**src/rtl/rvga_mem_arbiter.sv**
```systemverilog
// rvga_mem_arbiter
// ----------------
// Merges NUM_PORTS pipeline memory requesters (fetch, data, DMA, debug...)
// onto a single external DDR-style port. The requester side and the memory
// side use the same read/write/resp handshake, so any requester port can
// replace a dedicated DDR port.
//
// Handshake (both sides): a requester raises read or write together with
// addr/wdata and holds all of them until it sees a one-cycle resp pulse.
// The resp cycle is the completion cycle, and read data is valid only in
// that cycle. A request still high after resp counts as a new request.
//
// Arbitration: round-robin by default. The search starts at pointer+1 and
// wraps, and the pointer then moves to the winner. Define
// RVGA_ARB_FIXED_PRIO_EN to get fixed priority instead: the lowest index
// wins, and no pointer is kept.
//
// Ports:
//   clk, rst_n            clock, asynchronous active-low reset
//   req_addr/req_wdata    per-port packed slices [i*W +: W]
//   req_read/req_write    per-port request strobes (write wins if both)
//   req_rdata             mem_rdata broadcast, qualified by req_resp[i]
//   req_resp              one-hot completion pulse to the granted port
//   mem_*                 external port; strobes/addr/wdata are registered
//   grant_id              index of the port being served (debug)
//   busy                  FSM state: high while a transaction is outstanding
module rvga_mem_arbiter #(
  parameter int NUM_PORTS  = 2,
  parameter int ADDR_WIDTH = 32,
  parameter int DATA_WIDTH = 32,
  localparam int GW = (NUM_PORTS > 1) ? $clog2(NUM_PORTS) : 1
) (
  input  logic                             clk,
  input  logic                             rst_n,
  input  logic [NUM_PORTS*ADDR_WIDTH-1:0]  req_addr,
  input  logic [NUM_PORTS-1:0]             req_read,
  input  logic [NUM_PORTS-1:0]             req_write,
  input  logic [NUM_PORTS*DATA_WIDTH-1:0]  req_wdata,
  output logic [DATA_WIDTH-1:0]            req_rdata,
  output logic [NUM_PORTS-1:0]             req_resp,
  output logic [ADDR_WIDTH-1:0]            mem_addr,
  output logic                             mem_read,
  input  logic [DATA_WIDTH-1:0]            mem_rdata,
  output logic                             mem_write,
  output logic [DATA_WIDTH-1:0]            mem_wdata,
  input  logic                             mem_resp,
  output logic [GW-1:0]                    grant_id,
  output logic                             busy
);

  typedef enum logic {IDLE = 1'b0, BUSY = 1'b1} state_t;

  state_t               state, next_state;
  logic [NUM_PORTS-1:0] req_any;
  logic                 win_found;
  logic [GW-1:0]        win_idx;

`ifndef RVGA_ARB_FIXED_PRIO_EN
  logic [GW-1:0]        rr_ptr;
`endif

  assign req_any = req_read | req_write;

  // Winner selection, purely combinational from the current requests.
  always_comb begin
    win_found = 1'b0;
    win_idx   = '0;
`ifdef RVGA_ARB_FIXED_PRIO_EN
    for (int k = 0; k < NUM_PORTS; k++) begin
      if (!win_found && req_any[k]) begin
        win_found = 1'b1;
        win_idx   = GW'(k);
      end
    end
`else
    // k runs 1..NUM_PORTS so the port just served is considered last.
    for (int k = 1; k <= NUM_PORTS; k++) begin
      if (!win_found && req_any[(int'(rr_ptr) + k) % NUM_PORTS]) begin
        win_found = 1'b1;
        win_idx   = GW'((int'(rr_ptr) + k) % NUM_PORTS);
      end
    end
`endif
  end

  // FSM next-state logic.
  always_comb begin
    next_state = state;
    case (state)
      IDLE:    if (win_found) next_state = BUSY;
      BUSY:    if (mem_resp)  next_state = IDLE;
      default: next_state = IDLE;
    endcase
  end

  // FSM state register.
  always_ff @(posedge clk or negedge rst_n) begin
    if (!rst_n) state <= IDLE;
    else        state <= next_state;
  end

  // The granted request is captured here, so later changes on req_* do
  // not reach the memory side while BUSY.
  always_ff @(posedge clk or negedge rst_n) begin
    if (!rst_n) begin
      mem_addr  <= '0;
      mem_wdata <= '0;
      mem_read  <= 1'b0;
      mem_write <= 1'b0;
      grant_id  <= '0;
`ifndef RVGA_ARB_FIXED_PRIO_EN
      rr_ptr    <= GW'(NUM_PORTS - 1);
`endif
    end else if (state == IDLE && win_found) begin
      mem_addr  <= req_addr[int'(win_idx)*ADDR_WIDTH +: ADDR_WIDTH];
      mem_wdata <= req_wdata[int'(win_idx)*DATA_WIDTH +: DATA_WIDTH];
      // Write takes precedence when a port raises both strobes.
      mem_write <= req_write[win_idx];
      mem_read  <= req_read[win_idx] & ~req_write[win_idx];
      grant_id  <= win_idx;
`ifndef RVGA_ARB_FIXED_PRIO_EN
      rr_ptr    <= win_idx;
`endif
    end else if (state == BUSY && mem_resp) begin
      mem_read  <= 1'b0;
      mem_write <= 1'b0;
    end
  end

  // Completion is passed straight through, with no added latency.
  always_comb begin
    req_resp = '0;
    if (state == BUSY && mem_resp) req_resp[grant_id] = 1'b1;
  end

  assign req_rdata = mem_rdata;
  assign busy      = (state == BUSY);

  // A port that raises read and write together is a requester bug.
  a_no_rw_both: assert property (@(posedge clk) disable iff (!rst_n)
    !(|(req_read & req_write)));

endmodule

```
**config.mk**
```make
export PLATFORM = sky130hd
export DESIGN_NAME = rvga_mem_arbiter
export DESIGN_NICKNAME = d
export VERILOG_FILES = /design/src/rtl/rvga_mem_arbiter.sv
export SDC_FILE = /design/constraint.sdc
export NUM_CORES = 1
export LEC_CHECK = 0
export CAP_MARGIN = 15
export CORE_ASPECT_RATIO = 0.9
export CORE_MARGIN = 2
export CORE_UTILIZATION = 35
export DETAILED_ROUTE_END_ITERATION = 12
export PLACE_DENSITY = 0.82
export SLEW_MARGIN = 10
export SYNTH_ARGS = -nofsm -noshare
export SYNTH_HDL_FRONTEND = slang
export SYNTH_SLANG_ARGS = --single-unit
export TNS_END_PERCENT = 5
```
**constraint.sdc**
```tcl
create_clock -name clk -period 1.8 [get_ports clk]
set_input_delay 0.27 -clock clk [delete_from_list [all_inputs] [get_ports clk]]
set_output_delay 0.27 -clock clk [all_outputs]
set_load 0.01 [all_outputs]
```
==> results of run 1 <==
==> cell usage after synthesis <==
| cell type | number | share of area (%) |
|---|---|---|
| o21a_1 | 1 | 0.21 |
| nand2b_1 | 1 | 0.17 |
| buf_12 | 4 | 2.2 |
| nor2_1 | 67 | 6.9 |
| a21oi_1 | 69 | 9.5 |
| buf_4 | 36 | 7.4 |
| a211o_1 | 1 | 0.24 |
| nand2_1 | 67 | 6.9 |
| buf_1 | 1 | 0.10 |
| dfstp_2 | 1 | 0.72 |
| or2_1 | 1 | 0.17 |
| mux2i_1 | 1 | 0.27 |
| o21ai_0 | 5 | 0.68 |
| buf_2 | 13 | 1.8 |
| dfrtp_1 | 68 | 47 |
| and3_1 | 1 | 0.17 |
| inv_1 | 1 | 0.10 |
| nand3b_1 | 1 | 0.21 |
| nor4_2 | 1 | 0.34 |
| a21oi_2 | 60 | 14 |
| a31o_2 | 1 | 0.24 |
| clkbuf_1 | 8 | 0.82 |
==> layer usage <==
layer | global-route usage (%) | vias up
met3 | 6.61 | 18
met4 | 5.98 | 0
met5 | 0 | -
met2 | 33.1 | 211
li1 | - | 1658
met1 | 23.3 | 1661
==> critical path, stage by stage <==
cell             delay (ns)
clkdlybuf4s50_1        0.49
nand2_1                0.10
nor2_1                 0.09
clkdlybuf4s50_1        0.54
==> logic make-up (layout without fill, tap and decap cells) <==
family | after synthesis | in the layout | synth area share [%]
AND/OR/NAND/NOR | 139 | 139 | 14.8
multiplexers | 1 | 1 | 0.274
flip-flops | 69 | 69 | 47.3
AO/OA/AOI/OAI | 137 | 137 | 25.2
buffers and inverters | 63 | 238 | 12.4
==> stage by stage <==
step	total power (µW)	utilization [%]
6_report	6120	58.5
5_1_grt	6480	58.5
4_1_cts	6200	58.5
3_5_place_dp	4420	55.4
3_3_place_gp	4350	55.4
2_1_floorplan	3170	-
==> cell type report <==
class | instances | area (µm²) | share of cell area [%]
Clock buffer | 12 | 246 | 4.13
Tap cell | 129 | 161 | 2.70
Clock inverter | 4 | 47.5 | 0.797
Sequential cell | 69 | 1730 | 29.0
Inverter | 1 | 3.75 | 0.0629
Multi-Input combinational cell | 277 | 1500 | 25.1
Timing Repair Buffer | 221 | 2280 | 38.2
==> flip-flops by register name, indices dropped and copies added, names as in the netlist <==
signal,cells
mem_wdata,32
rr_ptr,1
mem_addr,32
mem_read,1
grant_id,1
busy,1
mem_write,1
==> power groups by stage <==
stage | Clock (µW) | Combinational (µW) | Sequential, µW
after CTS | 1790 | 2290 | 2120
after global placement | 0 | 2230 | 2130
final | 1740 | 2270 | 2120
after detailed placement | 0 | 2280 | 2140
after floorplan | 0 | 898 | 2270
after global routing | 1870 | 2450 | 2160
==> how the worst max path moves through the flow <==
stage / slack (ns) / cells after the start / endpoint
floorplan: 0.31 / 7 / mem_wdata[13]$_DFFE_PN0P_
global placement: 0.01 / 6 / mem_wdata[28]$_DFFE_PN0P_
detailed placement: -0.08 / 6 / mem_addr[4]$_DFFE_PN0P_
CTS: 0.05 / 4 / req_resp[0]
global route: 0.005 / 4 / req_resp[0]
finish: 0.04 / 4 / req_resp[0]
==> what timing repair did <==
action                     in CTS  in global routing
buffers inserted                1                  0
hold buffers                    1                  0
hold endpoints to repair       61                  0
setup endpoints to repair       2                  1
gates resized for setup         1                  1
==> results.md, run 1 <==
* CP max FO at 3
* Final GP Congestion at between 0.8 and 0.9
* Setup Viol. Count Final at 0
* Synth unique cells at 22
* HPWL Detailed at roughly 8.2 mm
* Synth Warn # at 0
* H-tree Lvls at 3
* Via density at 4.98
* Synthesized Nets at ~580
* R2R cell count at 5
* Number of I/O port buffers at ~200
* CP arrival at roughly 1.5 ns
* Final Hold Viols at 0
* Final Cycle Share at between 90 and 100%
* Fin area at slightly below 0.006 mm²
* Initial Util at 35.8%
* TritonCTS Sinks at between 60 and 70
* Cell internal pwr at 4260 µW
* Dpl ws at -0.0797 ns
* Startpoint types: input pin
* Io pins at about 270
* FP Rows at 35
* Antenna Cells at 0
* Fmax at 568 MHz
* Largest net degree at the start of global routing at 70
* Gate power share at a little under two fifths
* Vias in the first global route at ~3600
* Lkg Pwr at roughly 0.0024 µW
* Max-slew violations at 0
* Post-Route WL at roughly 11 mm
* Switch share at around 30%
* Fillers at around 890
* FF-to-FF End: mem_addr[3]$_DFFE_PN0P_
* Share of layout cells above drive strength 1 at 17.1%
* Die Span Y at between 100 and 150 µm
* Post-Place Cell Area at 0.00565 mm²
* TritonRoute pass-1 iters at 4
* DR DRC count at 0
* Most frequent cells in the layout: clkdlybuf4s50_1, a21oi_1, nand2_1, nor2_1, dfrtp_1
* Crit path launch: mem_resp
* Post-route setup slack at 0.0393 ns
* DR WL/cell at between 15 and 20 µm
* Core Area at about 0.01 mm²
* PwrDens at ~1000 mW/mm²
* Switching Power at around 1900 µW
* TritonCTS buffer count at 9
* Clock period minus final worst setup slack at roughly 1.8 ns
* Max Buffers Root-to-Sink at 2
* Metal2 WL at about 5.5 mm
* Status: complete, no violations
* Mean Syn Cell Area at slightly below 9 µm²
* First-pass GRT wire length at 17.6 mm
* Worst EP required at approximately 1.5 ns
* Commonest non-fill, non-tap cell in the layout: clkdlybuf4s50_1
* Tot GR Track Use at about a fifth
* Antenna violations before repair at 0
* Latest clock arrival within the worst-skew pair at 0.32 ns
* Die X at 112 µm
* CTS tree: built
* Clk slew on worst S/H paths at around 0.060 ns
* Gate Count Post-Synth at approximately 410
* Remaining global-route overflow at 0
* Worst slew margin at between 70% and 80%
* Post-synthesis sequential area ratio at a little under half
* Clock root buffer: clkbuf_16
* WHS at ~0.49 ns
* Reg-to-reg startpoint: busy$_DFF_PN0_
* HP Class: in -> async
* Area grow syn2layout at 63.4%
* Largest vdd supply drop at 0.563 mV
* Setup TNS at 0 ns
* WL met3 at just over 1 mm
* Worst Skew at 0.00850 ns
* WS Path Type: in -> out
* Via Count at roughly 3500
* Flop pwr share at 34.6%
* M1 wire length at about 4.5 mm
* Clock Power Share at between 20% and 30%
* Nets@finish at 746
* Inst Count DP at just under 700
* Top routing layer in use: met4
* CP endpoint kind: output port
* R2R setup slack at ~0.27 ns
* Non-filler cells, final at a little over 700
* Synthesized area at 0.00365 mm²
* Yosys reg bits at 69
* Number of nets with antenna violations after routing at 0
* DRT iter0 DRCs at approximately 150
* Max_cap viols at 0
* Die area at 0.0113 mm²
* RSZ-0062 raised after global routing: false
* Slew @ Worst Pin at 0.398 ns
(Power assumes the default switching activity.)
==> run 2, diff against run 1 <==
- CAP_MARGIN: 15 -> 5
==> results of run 2 <==
Same layout as run 1: the final DEF is identical, and so are final timing and power.
